**src/rtl/note_lane_dropper.sv**
```systemverilog
// One falling note in one rhythm lane: delay, fall, judge keypress.
// Define NOTE_REPEAT_EN to respawn the note REPEAT_GAP frames after DONE.
module note_lane_dropper #(
  parameter logic [7:0]  LANE_KEY    = 8'h52,
  parameter logic [7:0]  START_KEY   = 8'h2C,
  parameter logic [7:0]  CLEAR_KEY   = 8'h01,
  parameter logic [9:0]  X_POS       = 10'd440,
  parameter logic [9:0]  Y_START     = 10'd100,
  parameter logic [9:0]  Y_MAX       = 10'd400,
  parameter logic [9:0]  NOTE_H      = 10'd40,
  parameter logic [3:0]  SPEED       = 4'd1,
  parameter logic [11:0] START_DELAY = 12'd2680,
  parameter logic [9:0]  HIT_LO      = 10'd340,
  parameter logic [9:0]  PERFECT_Y   = 10'd380,
  parameter logic [9:0]  PERFECT_TOL = 10'd4,
  parameter logic [11:0] REPEAT_GAP  = 12'd120
) (
  input  logic       frame_clk,
  input  logic       Reset,
  input  logic [7:0] keycode,
  input  logic [7:0] keycode_second,
  output logic [9:0] dropX,
  output logic [9:0] dropY,
  output logic       visible,
  output logic       hit,
  output logic       perfect,
  output logic       miss,
  output logic       score_pulse
);

`ifdef NOTE_REPEAT_EN
  localparam bit REP_EN = 1'b1;
`else
  localparam bit REP_EN = 1'b0;
`endif

  // Zero-length delays and gaps behave as a single frame
  localparam logic [11:0] WAIT_LAST =
    (START_DELAY == 12'd0) ? 12'd0 : START_DELAY - 12'd1;
  localparam logic [11:0] GAP_LAST =
    (REPEAT_GAP == 12'd0) ? 12'd0 : REPEAT_GAP - 12'd1;

  localparam logic [10:0] LIM    = {1'b0, Y_MAX};
  localparam logic [10:0] Y_LIM  = {1'b0, Y_MAX} - {1'b0, NOTE_H};
  localparam logic [10:0] LO     = {1'b0, HIT_LO};
  localparam logic [10:0] PY     = {1'b0, PERFECT_Y};
  localparam logic [10:0] TOL    = {1'b0, PERFECT_TOL};

  typedef enum logic [1:0] {
    IDLE, WAIT, FALL, DONE
  } state_t;

  state_t      state;
  logic [11:0] counter;
  logic        key_prev;
  logic        pressed;
  logic        press_edge;
  logic [10:0] bottom;
  logic [10:0] y_sum;
  logic [9:0]  y_next;
  logic [10:0] dev;
  logic        is_perfect;

  assign dropX      = X_POS;
  assign pressed    = (keycode == LANE_KEY) |
                      (keycode_second == LANE_KEY);
  assign press_edge = pressed & ~key_prev;
  assign bottom     = {1'b0, dropY} + {1'b0, NOTE_H};
  assign y_sum      = {1'b0, dropY} + {7'd0, SPEED};
  assign y_next     = (y_sum > Y_LIM) ? Y_LIM[9:0] : y_sum[9:0];
  assign dev        = (bottom >= PY) ? bottom - PY : PY - bottom;
  assign is_perfect = (dev <= TOL);

  always_ff @(posedge frame_clk) begin
    if (Reset) begin
      state       <= IDLE;
      counter     <= 12'd0;
      dropY       <= Y_START;
      visible     <= 1'b0;
      hit         <= 1'b0;
      perfect     <= 1'b0;
      miss        <= 1'b0;
      score_pulse <= 1'b0;
      key_prev    <= 1'b0;
    end else begin
      key_prev    <= pressed;
      score_pulse <= 1'b0;
      case (state)
        IDLE: begin
          if (keycode == START_KEY) begin
            counter <= 12'd0;
            state   <= WAIT;
          end
        end
        WAIT: begin
          if (counter == WAIT_LAST) begin
            counter <= 12'd0;
            dropY   <= Y_START;
            visible <= 1'b1;
            state   <= FALL;
          end else begin
            counter <= counter + 12'd1;
          end
        end
        FALL: begin
          counter <= 12'd0;
          if (bottom >= LIM) begin
            miss    <= 1'b1;
            visible <= 1'b0;
            state   <= DONE;
          end else if (press_edge && bottom >= LO) begin
            hit         <= 1'b1;
            perfect     <= is_perfect;
            score_pulse <= 1'b1;
            visible     <= 1'b0;
            state       <= DONE;
          end else begin
            visible <= 1'b1;
            dropY   <= y_next;
          end
        end
        DONE: begin
          if (keycode == CLEAR_KEY) begin
            counter <= 12'd0;
            dropY   <= Y_START;
            visible <= 1'b0;
            hit     <= 1'b0;
            perfect <= 1'b0;
            miss    <= 1'b0;
            state   <= IDLE;
          end else if (REP_EN && counter == GAP_LAST) begin
            counter <= 12'd0;
            dropY   <= Y_START;
            visible <= 1'b1;
            hit     <= 1'b0;
            perfect <= 1'b0;
            miss    <= 1'b0;
            state   <= FALL;
          end else if (REP_EN) begin
            counter <= counter + 12'd1;
          end
        end
        default: begin
          counter <= 12'd0;
          dropY   <= Y_START;
          visible <= 1'b0;
          hit     <= 1'b0;
          perfect <= 1'b0;
          miss    <= 1'b0;
          state   <= IDLE;
        end
      endcase
    end
  end

endmodule

```
**config.mk**
```make
export PLATFORM = sky130hd
export DESIGN_NAME = note_lane_dropper
export DESIGN_NICKNAME = d
export VERILOG_FILES = /design/src/rtl/note_lane_dropper.sv
export SDC_FILE = /design/constraint.sdc
export NUM_CORES = 1
export LEC_CHECK = 0
export ABC_AREA = 1
export ABC_CLOCK_PERIOD_IN_PS = 2200
export CELL_PAD_IN_SITES_DETAIL_PLACEMENT = 0
export CELL_PAD_IN_SITES_GLOBAL_PLACEMENT = 2
export CORE_ASPECT_RATIO = 0.5
export CORE_UTILIZATION = 30
export CTS_BUF_LIST = sky130_fd_sc_hd__clkbuf_4
export CTS_CLUSTER_SIZE = 10
export DETAILED_ROUTE_END_ITERATION = 8
export PLACE_DENSITY = 0.81
export SLEW_MARGIN = 40
export SYNTH_ARGS = -nofsm -noshare
export SYNTH_HDL_FRONTEND = slang
export SYNTH_SLANG_ARGS = --single-unit
```
**constraint.sdc**
```tcl
create_clock -name frame_clk -period 2.2 [get_ports frame_clk]
set_clock_uncertainty 0.05 [all_clocks]
set_input_delay 0.44 -clock frame_clk [delete_from_list [all_inputs] [get_ports frame_clk]]
set_output_delay 0.44 -clock frame_clk [all_outputs]
set_load 0.01 [all_outputs]
```
# After elaboration in Yosys (flattened, before gate mapping)
# Cells that the tools add are included.
[op_classes]
addsub = 5
div = 0
multipliers = 0
magnitude_cmp = 5
bitwise_logic = 4
muxes = 31
eq_ne = 16
n_reduce_logical = 11
shift = 0
[op_table]
columns = ["operator", "n"]
rows = [
  ["two-way mux 10 bit", 5],
  ["case mux 12 bit (4 select lines)", 1],
  ["two-way mux 12 bit", 3],
  ["greater-or-equal comparator 11 x 9 -> 1 bit (second input constant)", 3],
  ["case mux 10 bit (3 select lines)", 1],
  ["== test 8 x 7 -> 1 bit (second input constant)", 2],
  ["!= test 2 bit (second input constant)", 7],
  ["adder 12 x 1 -> 12 bit (second input constant)", 1],
  ["== test 12 bit (second input constant)", 1],
  ["adder 10 x 1 -> 11 bit (second input constant)", 1],
  ["adder 10 x 6 -> 11 bit (second input constant)", 1],
  ["> comparator 11 x 9 -> 1 bit (second input constant)", 1],
  ["less-or-equal comparator 11 x 3 -> 1 bit (second input constant)", 1],
  ["two-way mux 11 bit", 1],
  ["subtractor 11 x 9 -> 11 bit (second input constant)", 1],
  ["subtractor 9 x 11 -> 11 bit (first input constant)", 1],
  ["two-way mux 1 bit", 10],
  ["two-way mux 2 bit", 5],
  ["== test 8 x 1 -> 1 bit (second input constant)", 1],
  ["== test 8 x 6 -> 1 bit (second input constant)", 1],
  ["case mux 2 bit (4 select lines)", 1],
  ["AND reduction 4 bit", 2],
  ["case mux 1 bit (2 select lines)", 3],
  ["AND reduction 3 bit", 2],
  ["14 further kinds", 16],
]
[word_totals]
memories = 0
inputBits = 18
elab_cells = 81
register_bits = 30
mem_bits_rw = 0
mem_bits_ro = 0
latch_bits = 0

# Longest topological paths before layout
# Gate-level depths: netlist of the first run.
[depth]
depth_word = 7
depth_mapped = 17

# Worst setup path after synthesis of the first run
# No wires, ideal clock.
[synth_timing]
path_kind = "register to register"
startpoint = "register dropY[3]"
endpoint = "register state[0]"
stages_incl_launch_ff = 15
path_buffers = 0
t_arrival_ns = 1.920
required_time_ns = 2.020
synth_period_minus_slack_ns = 2.100
setup_slack_ns = 0.100
setup_time_ns = 0.130
path_cell_list = "dfxtp_1 -> inv_1 -> ha_1 -> nor2_1 -> nand2_1 -> nand2_1 -> nor2_1 -> nand2_1 -> nand3_2 -> nand2_4 -> nand2_2 -> nand2_1 -> nand2_1 -> nor3_1 -> nor3_2"
[synth_between]
elab_chain_cells = 5
[synth_lines]
columns = ["element", "line_no", "source"]
rows = [
  ["start, declared", "23", "output logic [9:0] dropY,"],
  ["start signal, assigned", "119", "dropY <= y_next;"],
  ["adder 10 x 6 -> 11 bit (*)", "68", "assign bottom = {1'b0, dropY} + {1'b0, NOTE_H};"],
  ["greater-or-equal comparator 11 x 9 -> 1 bit", "111", "end else if (press_edge && bottom >= LO) begin"],
  ["logical AND 1 bit", "111", ""],
  ["!= test 3 bit (no line)", "n/a", ""],
  ["AND reduction 4 bit (no line)", "n/a", ""],
  ["end signal, assigned", "110", "state <= DONE;"],
  ["end signal, assigned", "116", "state <= DONE;"],
  ["end signal, assigned", "130", "state <= IDLE;"],
  ["end, declared", "53", "state_t state;"],
]
# Every way passes the cells marked *; elsewhere a longest branch is shown, timed or not.
# A chain may end at the register's enable or synchronous reset.

# Worst setup path in the final report of the first run
[layout_timing]
startpoint = "register dropY[4]"
endpoint = "register dropY[3]"
[layout_between]
elab_chain_cells = 6
[layout_lines]
columns = ["element", "line_no", "source"]
rows = [
  ["adder 10 x 1 -> 11 bit", "69", "assign y_sum = {1'b0, dropY} + {7'd0, SPEED};"],
  ["> comparator 11 x 9 -> 1 bit", "70", "assign y_next = (y_sum > Y_LIM) ? Y_LIM[9:0] : y_sum[9:0];"],
  ["two-way mux 10 bit", "70", ""],
  ["two-way mux 10 bit", "111", ""],
  ["two-way mux 10 bit", "107", "if (bottom >= LIM) begin"],
  ["case mux 10 bit (3 select lines)", "88", "case (state)"],
]
# Parallel ways exist; a longest one is shown, timed or not. The select of a mux whose other input is x is not followed.

==> results of run 1 <==
[final timing paths]
path            start       end  slack [ns]  depth (start not counted)
max          dropY[4]  dropY[3]        0.12                         15
min               hit       hit        0.44                          2
max reg2reg  dropY[4]  dropY[3]        0.12                         15
min reg2reg       hit       hit        0.44                          2
[worst min-delay path, stage by stage (launching register included)]
cell	delay [ns]
dfxtp_1	0.33
nand2_1	0.06
a21oi_1	0.06
[layer usage]
layer | global-route usage (%) | vias up | wire, um
li1 | - | 1360 | -
met1 | 19.2 | 1148 | 3220
met2 | 29.8 | 31 | 3140
met3 | 2.74 | 5 | 180
met4 | 3.05 | 0 | 29
met5 | 0 | - | 0
[metrics by stage]
step,utilization (%),area (sq um),cells
floorplan,-,2560,400
global route,41.0,3320,569
CTS,39.6,3200,567
global placement,38.9,3150,559
detailed placement,38.9,3150,559
finish,41.0,3320,569
[Yosys cell counts (2+ instances only)]
library cell,number
dfxtp_1,30
inv_2,4
o21ai_0,15
nor2_4,4
conb_1,2
nor2_1,49
a21oi_1,24
buf_2,2
nand2_2,12
nor3_2,2
a211oi_1,2
clkbuf_1,2
inv_4,2
and2_1,2
o21ai_1,4
xor2_1,6
buf_4,10
nand2_4,4
xnor2_1,3
nand3_1,23
nand4_1,7
nand3_2,7
nor3_1,10
ha_1,15
a21oi_2,2
nand2_1,89
inv_1,47
[kinds of logic (layout without fill, tap and decap cells)]
group	Yosys count	after routing	share of synthesized area, %
xor+xnor	9	9	3.11
fa+ha+maj	15	15	7.41
flops	30	30	23.7
simple gates	217	217	42.3
compound gates	51	51	11.3
other cells	2	10	0.297
buf+inv	68	125	11.9
[report_power, final]
part           switching, mW  internal [mW]  leakage (nW)
Sequential            0.0599          0.593         0.245
Clock                  0.191          0.132        0.0331
Combinational          0.616          0.460          1.15
Total                  0.867           1.19          1.43
[repair_timing]
action,4_1_cts,5_1_grt
setup endpoints to repair,4,14
buffers inserted,0,2
pin swaps,0,14
gates resized for setup,1,31
cloned,0,0
[layout make-up]
| class | count | area share, % |
|---|---|---|
| Multi-Input combinational cell | 302 | 52.4 |
| Sequential cell | 30 | 18.6 |
| Timing Repair Buffer | 63 | 16.9 |
| Inverter | 54 | 6.26 |
| Tap cell | 112 | 4.22 |
| Clock buffer | 6 | 1.36 |
| Clock inverter | 2 | 0.264 |
==> metrics.csv, run 1 <==
stage;metric;value;unit
synth;async_reset_ff_share;0;%
floorplan;fp.dieH;67.0;um
clock_network;numCtsBuffers;5;
synth;syn_area;2530;sq um
cells_and_area;largest_reg_flops;12;
cells_and_area;n_fill_cell;861;
synth;synth_cell_types;40;
global_routing;grt_pass1_wl;11100;um
clock_network;cts_buffer_depth;2;
sta;grt_setup_unrepaired;yes;
cells_and_area;register_area;618;sq um
placed_design;place_worst_setup_slack;-0.116;ns
pwr;power_density;619;nW/um^2
critical_path;critPathKind;register to register;
cells_and_area;multi_input_area;1740;sq um
critical_path;crit_top_cell;nand2_1;
synth;ys_top_cells_by_area;dfxtp_1 24%, nand2_1 13%, ha_1 7.4%, nor2_1 7.3%, inv_1 7.0%;
synth;post_synth.cell_area_avg;6.46;sq um
floorplan;ios;43;
global_routing;grt_pass1_vias;2411;
synth;synth_top_area_share;23.7;%
synth;yosysTopAreaCell;dfxtp_1;
cells_and_area;n_antenna_cell;0;
clock_network;cts_hold_buf;0;
critical_path;path_cells;buf_6, ha_4, nor2_1, nand2_1, nand2_1, nor2_1, nand2_1, nand3_2, nand2_4, nand2_4, nand2_4, buf_6, nor3_4, nand2_1, a21oi_2;
synth;ys_seq_area_share;23.7;%
drt;drc;0;
synth;synth_ff_type;dfxtp_1;
drt;wire_per_inst;11.5;um
global_routing;grt_antenna_before_repair;0;
floorplan;initial_core_util;31.3;%
drt;firstDrtPassIters;4;
critical_path;path_buf_inv;2;
global_routing;overflow;0;
clock_network;cts.clk_slew.worst_paths;0.09;ns
drt;vias;2544;
pwr;peakVddDrop;0.000248;V
critical_path;end_kind;register;
sta;relSlewSlack;66.0;%
synth;synth-edff-count;0;
outcome;status;completed;
sta;slew_violations;0;
floorplan;row_count;23;
clock_network;worst_skew_pair.late_latency;0.33;ns
sta;worst_pin_slew;0.509;ns
critical_path;cp.required;2.40;ns
min_path;hold_path_class;register to register;
sta;fmax;482;MHz
clock_network;clock_sinks;30;
sta;setup_tns;0;ns
drt;wirelength;6570;um
drt;initialDrtViolationCount;107;
synth;synth.ff_latch_count;30;
placed_design;port-buffer-count;32;
cells_and_area;layout_commonest_cell;nand2_1;
clock_network;cts_htree_levels;2;
synth;synthCells;392;
cells_and_area;reg.largest.list;counter x12, dropY x10, state x2;
critical_path;crit_slowest_cell;dfxtp_4;
pwr;power;2.05;mW
drt;viasPerCell;4.47;
cells_and_area;drive_above_1_share;21.4;%
sta;setup-violations-final;0;
sta;fin_crit;2.08;ns
floorplan;dieArea;8830;sq um
synth;yosysWarnings;0;
clock_network;cts_tree;done;
floorplan;die-width;132;um
sta;hold_viol_final;0;
critical_path;slowest_delay;0.37;ns
sta;fin_crit_sh;94.4;%
sta;timing.hold.ws;0.444;ns
cells_and_area;final_cell_mix;86 x nand2_1, 47 x nor2_1, 45 x inv_1;
placed_design;gp_congestion;0.818;
sta;fin_ws;0.124;ns
critical_path;crit_family;simple AND/OR/NAND/NOR gates;
pwr;power.leakage;1.43;nW
cells_and_area;num-nets-final;489;
floorplan;core_area;8090;sq um
placed_design;dp_hpwl;5300;um
critical_path;worst_ep_arrival_time;2.28;ns
global_routing;grt_use_total;15.8;%
cells_and_area;area_delta_synth_final;31.0;%
cells_and_area;largest-register;counter;
critical_path;crit_path_max_fanout;4;
clock_network;clock-root-buffer;clkbuf_4;
critical_path;crit_path_start_kind;register;
run;maxCapViolCount;0;
drt;postRouteAntennaNets;0;
global_routing;grt_max_degree;12;
(Power assumes the default switching activity.)
==> run 2, diff against run 1 <==
PLACE_DENSITY = 0.95   (was 0.81)
SLEW_MARGIN = not set   (was 40)
==> run 2 against run 1 <==
- non-clock buffer count fell by 1
- highest routed layer unchanged
- first-iteration DRC count up 1.9%
- maximum frequency up 2.2%
- register-to-register slack better by 0.05 ns
- wire length decreased by 5.4%
- via count fell by 1.5%
- cell count fell by 0.18%
- power shrank 1.4%
- largest cell class unchanged
- design area is 0.64% lower
- global-route usage fell by 0.70 points
==> metrics.csv, run 2 (synthesis gave the netlist of run 1 again) <==
stage;metric;value;unit
outcome;status;completed;
sta;fmax;492;MHz
drt;firstDrtPassIters;4;
pwr;peakVddDrop;0.000214;V
clock_network;cts_hold_buf;0;
cells_and_area;stdcell_area;3300;sq um
drt;viasPerCell;4.41;
clock_network;cts_htree_levels;2;
sta;worst_pin_slew;0.529;ns
pwr;power_density;614;nW/um^2
global_routing;grt_pass1_vias;2399;
cells_and_area;area_delta_synth_final;30.2;%
cells_and_area;final_cell_mix;84 x nand2_1, 48 x nor2_1, 47 x inv_1;
drt;wirelength;6220;um
critical_path;r2r_end;dropY[3];
drt;vias;2505;
critical_path;worst_ep_arrival_time;2.25;ns
min_path;min_path_cells;2;
sta;setup-violations-final;0;
critical_path;critPathKind;register to register;
global_routing;grt_antenna_before_repair;0;
pwr;switchingPower;863;uW
floorplan;fp.dieH;67.0;um
cells_and_area;n_fill_cell;870;
drt;wire_per_inst;10.9;um
clock_network;clock-root-buffer;clkbuf_4;
cells_and_area;reg.largest.list;counter x12, dropY x10, state x2;
sta;slew_violations;0;
clock_network;cts_buffer_depth;2;
min_path;hold_start;hit;
critical_path;cp.required;2.42;ns
pwr;power.share.switching;42.7;%
floorplan;row_count;23;
placed_design;dp_hpwl;4960;um
sta;timing.hold.ws;0.425;ns
clock_network;clock_sinks;30;
floorplan;dieArea;8830;sq um
critical_path;slowest_delay;0.39;ns
pwr;p_int;1.16;mW
global_routing;grt_use_total;15.1;%
sta;relSlewSlack;64.7;%
critical_path;reg2reg_from;dropY[3];
critical_path;crit_path_start_kind;register;
pwr;power.leakage;1.42;nW
critical_path;path_cells;ha_2, inv_1, nand2_2, nand2_1, nand2_2, nand2_4, nand2_1, nand3_2, nand2_4, nand2_2, nand2_4, buf_4, nor3_4, nand2_1, a21oi_2;
placed_design;placed_area;3130;sq um
floorplan;core_area;8090;sq um
pwr;seqPwrFrac;32.1;%
clock_network;numCtsBuffers;5;
placed_design;gp_congestion;0.836;
cells_and_area;final_util;40.8;%
clock_network;cts_tree;done;
critical_path;reg2reg_depth;15;
pwr;p_clk_share;16.5;%
global_routing;overflow;0;
clock_network;worst_skew_pair.late_latency;0.34;ns
clock_network;cts.clk_slew.worst_paths;0.10;ns
global_routing;grt_max_degree;12;
floorplan;ios;43;
placed_design;port-buffer-count;32;
cells_and_area;layout_commonest_cell;nand2_1;
cells_and_area;n_antenna_cell;0;
global_routing;grt_pass1_wl;10700;um
pwr;p_comb_share;51.4;%
drt;initialDrtViolationCount;109;
cells_and_area;drive_above_1_share;21.3;%
drt;postRouteAntennaNets;0;
min_path;whs_endpoint;hit;
floorplan;die-width;132;um
run;maxCapViolCount;0;
min_path;hold_path_class;register to register;
cells_and_area;largest-register;counter;
cells_and_area;largest_reg_flops;12;
floorplan;initial_core_util;31.3;%
sta;fin_crit;2.03;ns
critical_path;crit_path_max_fanout;7;
drt;drc;0;
critical_path;crit_slowest_cell;dfxtp_4;
critical_path;path_buf_inv;2;
sta;fin_crit_sh;92.3;%
critical_path;reg2reg_slack;0.17;ns
cells_and_area;num-nets-final;488;
critical_path;end_kind;register;
sta;hold_viol_final;0;
critical_path;crit_family;simple AND/OR/NAND/NOR gates;
[run 2: repair_timing]
item | in CTS | in global routing
resized for setup | 2 | 26
endpoints found under the setup margin | 10 | 14
hold endpoints to repair | 0 | 0
pin swaps | 0 | 5
buffers inserted | 0 | 3
gates cloned | 0 | 0
[run 2: power groups by stage]
stage	registers, mW	clock network (mW)	logic (mW)
floorplan	0.666	0	0.654
global placement	0.659	0	1.00
detailed placement	0.659	0	0.998
CTS	0.646	0.345	1.00
global route	0.656	0.376	1.15
finish	0.650	0.334	1.04
[run 2: per-layer routing]
| metal | vias to the layer above | part of all wire, % | wire [um] | track usage, % |
|---|---|---|---|---|
| met5 | - | 0 | 0 | 0 |
| met4 | 0 | 0.69 | 43 | 3.49 |
| met3 | 5 | 2.3 | 145 | 2.36 |
| met2 | 20 | 48 | 2960 | 27.8 |
| met1 | 1126 | 49 | 3060 | 18.7 |
| li1 | 1354 | - | - | - |
[run 2: how the worst max path moves through the flow]
| stage | from | end | slack [ns] | cells past startpoint |
|---|---|---|---|---|
| global route | dropY[3] | dropY[1] | -0.01 | 13 |
| finish | dropY[3] | dropY[3] | 0.17 | 15 |
| detailed placement | keycode[4] | state[0] | -0.1 | 11 |
| CTS | dropY[3] | dropY[3] | 0.07 | 14 |
| floorplan | dropY[3] | state[0] | 0.10 | 14 |
| global placement | keycode[6] | state[0] | -0.11 | 11 |
[run 2: per-stage QoR]
| step | setup WS [ns] | TNS, ns | total power [mW] | cells |
|---|---|---|---|---|
| floorplan | 0.100 | 0 | 1.32 | 400 |
| global route | -0.0107 | -0.0111 | 2.19 | 568 |
| finish | 0.169 | 0 | 2.02 | 568 |
| detailed placement | -0.0985 | -0.589 | 1.66 | 557 |
| CTS | 0.0690 | 0 | 2.00 | 565 |
| global placement | -0.106 | -0.847 | 1.66 | 557 |
[run 2: area by class of cell]
cell class | instances | area (sq um) | area share [%]
tap | 112 | 140 | 4.25
multi-input combinational | 302 | 1730 | 52.5
inverter | 54 | 208 | 6.30
clock buffer | 6 | 45.0 | 1.37
clock inverter | 2 | 8.76 | 0.266
sequential | 30 | 616 | 18.7
timing repair buffer | 62 | 549 | 16.7
[run 2: worst register-to-register path: stages, from the launching register on]
cell,delay [ns]
dfxtp_4,0.39
ha_2,0.20
inv_1,0.08
nand2_2,0.08
nand2_1,0.11
nand2_2,0.07
nand2_4,0.10
nand2_1,0.10
nand3_2,0.12
nand2_4,0.06
nand2_2,0.09
nand2_4,0.06
buf_4,0.15
nor3_4,0.12
nand2_1,0.08
a21oi_2,0.12
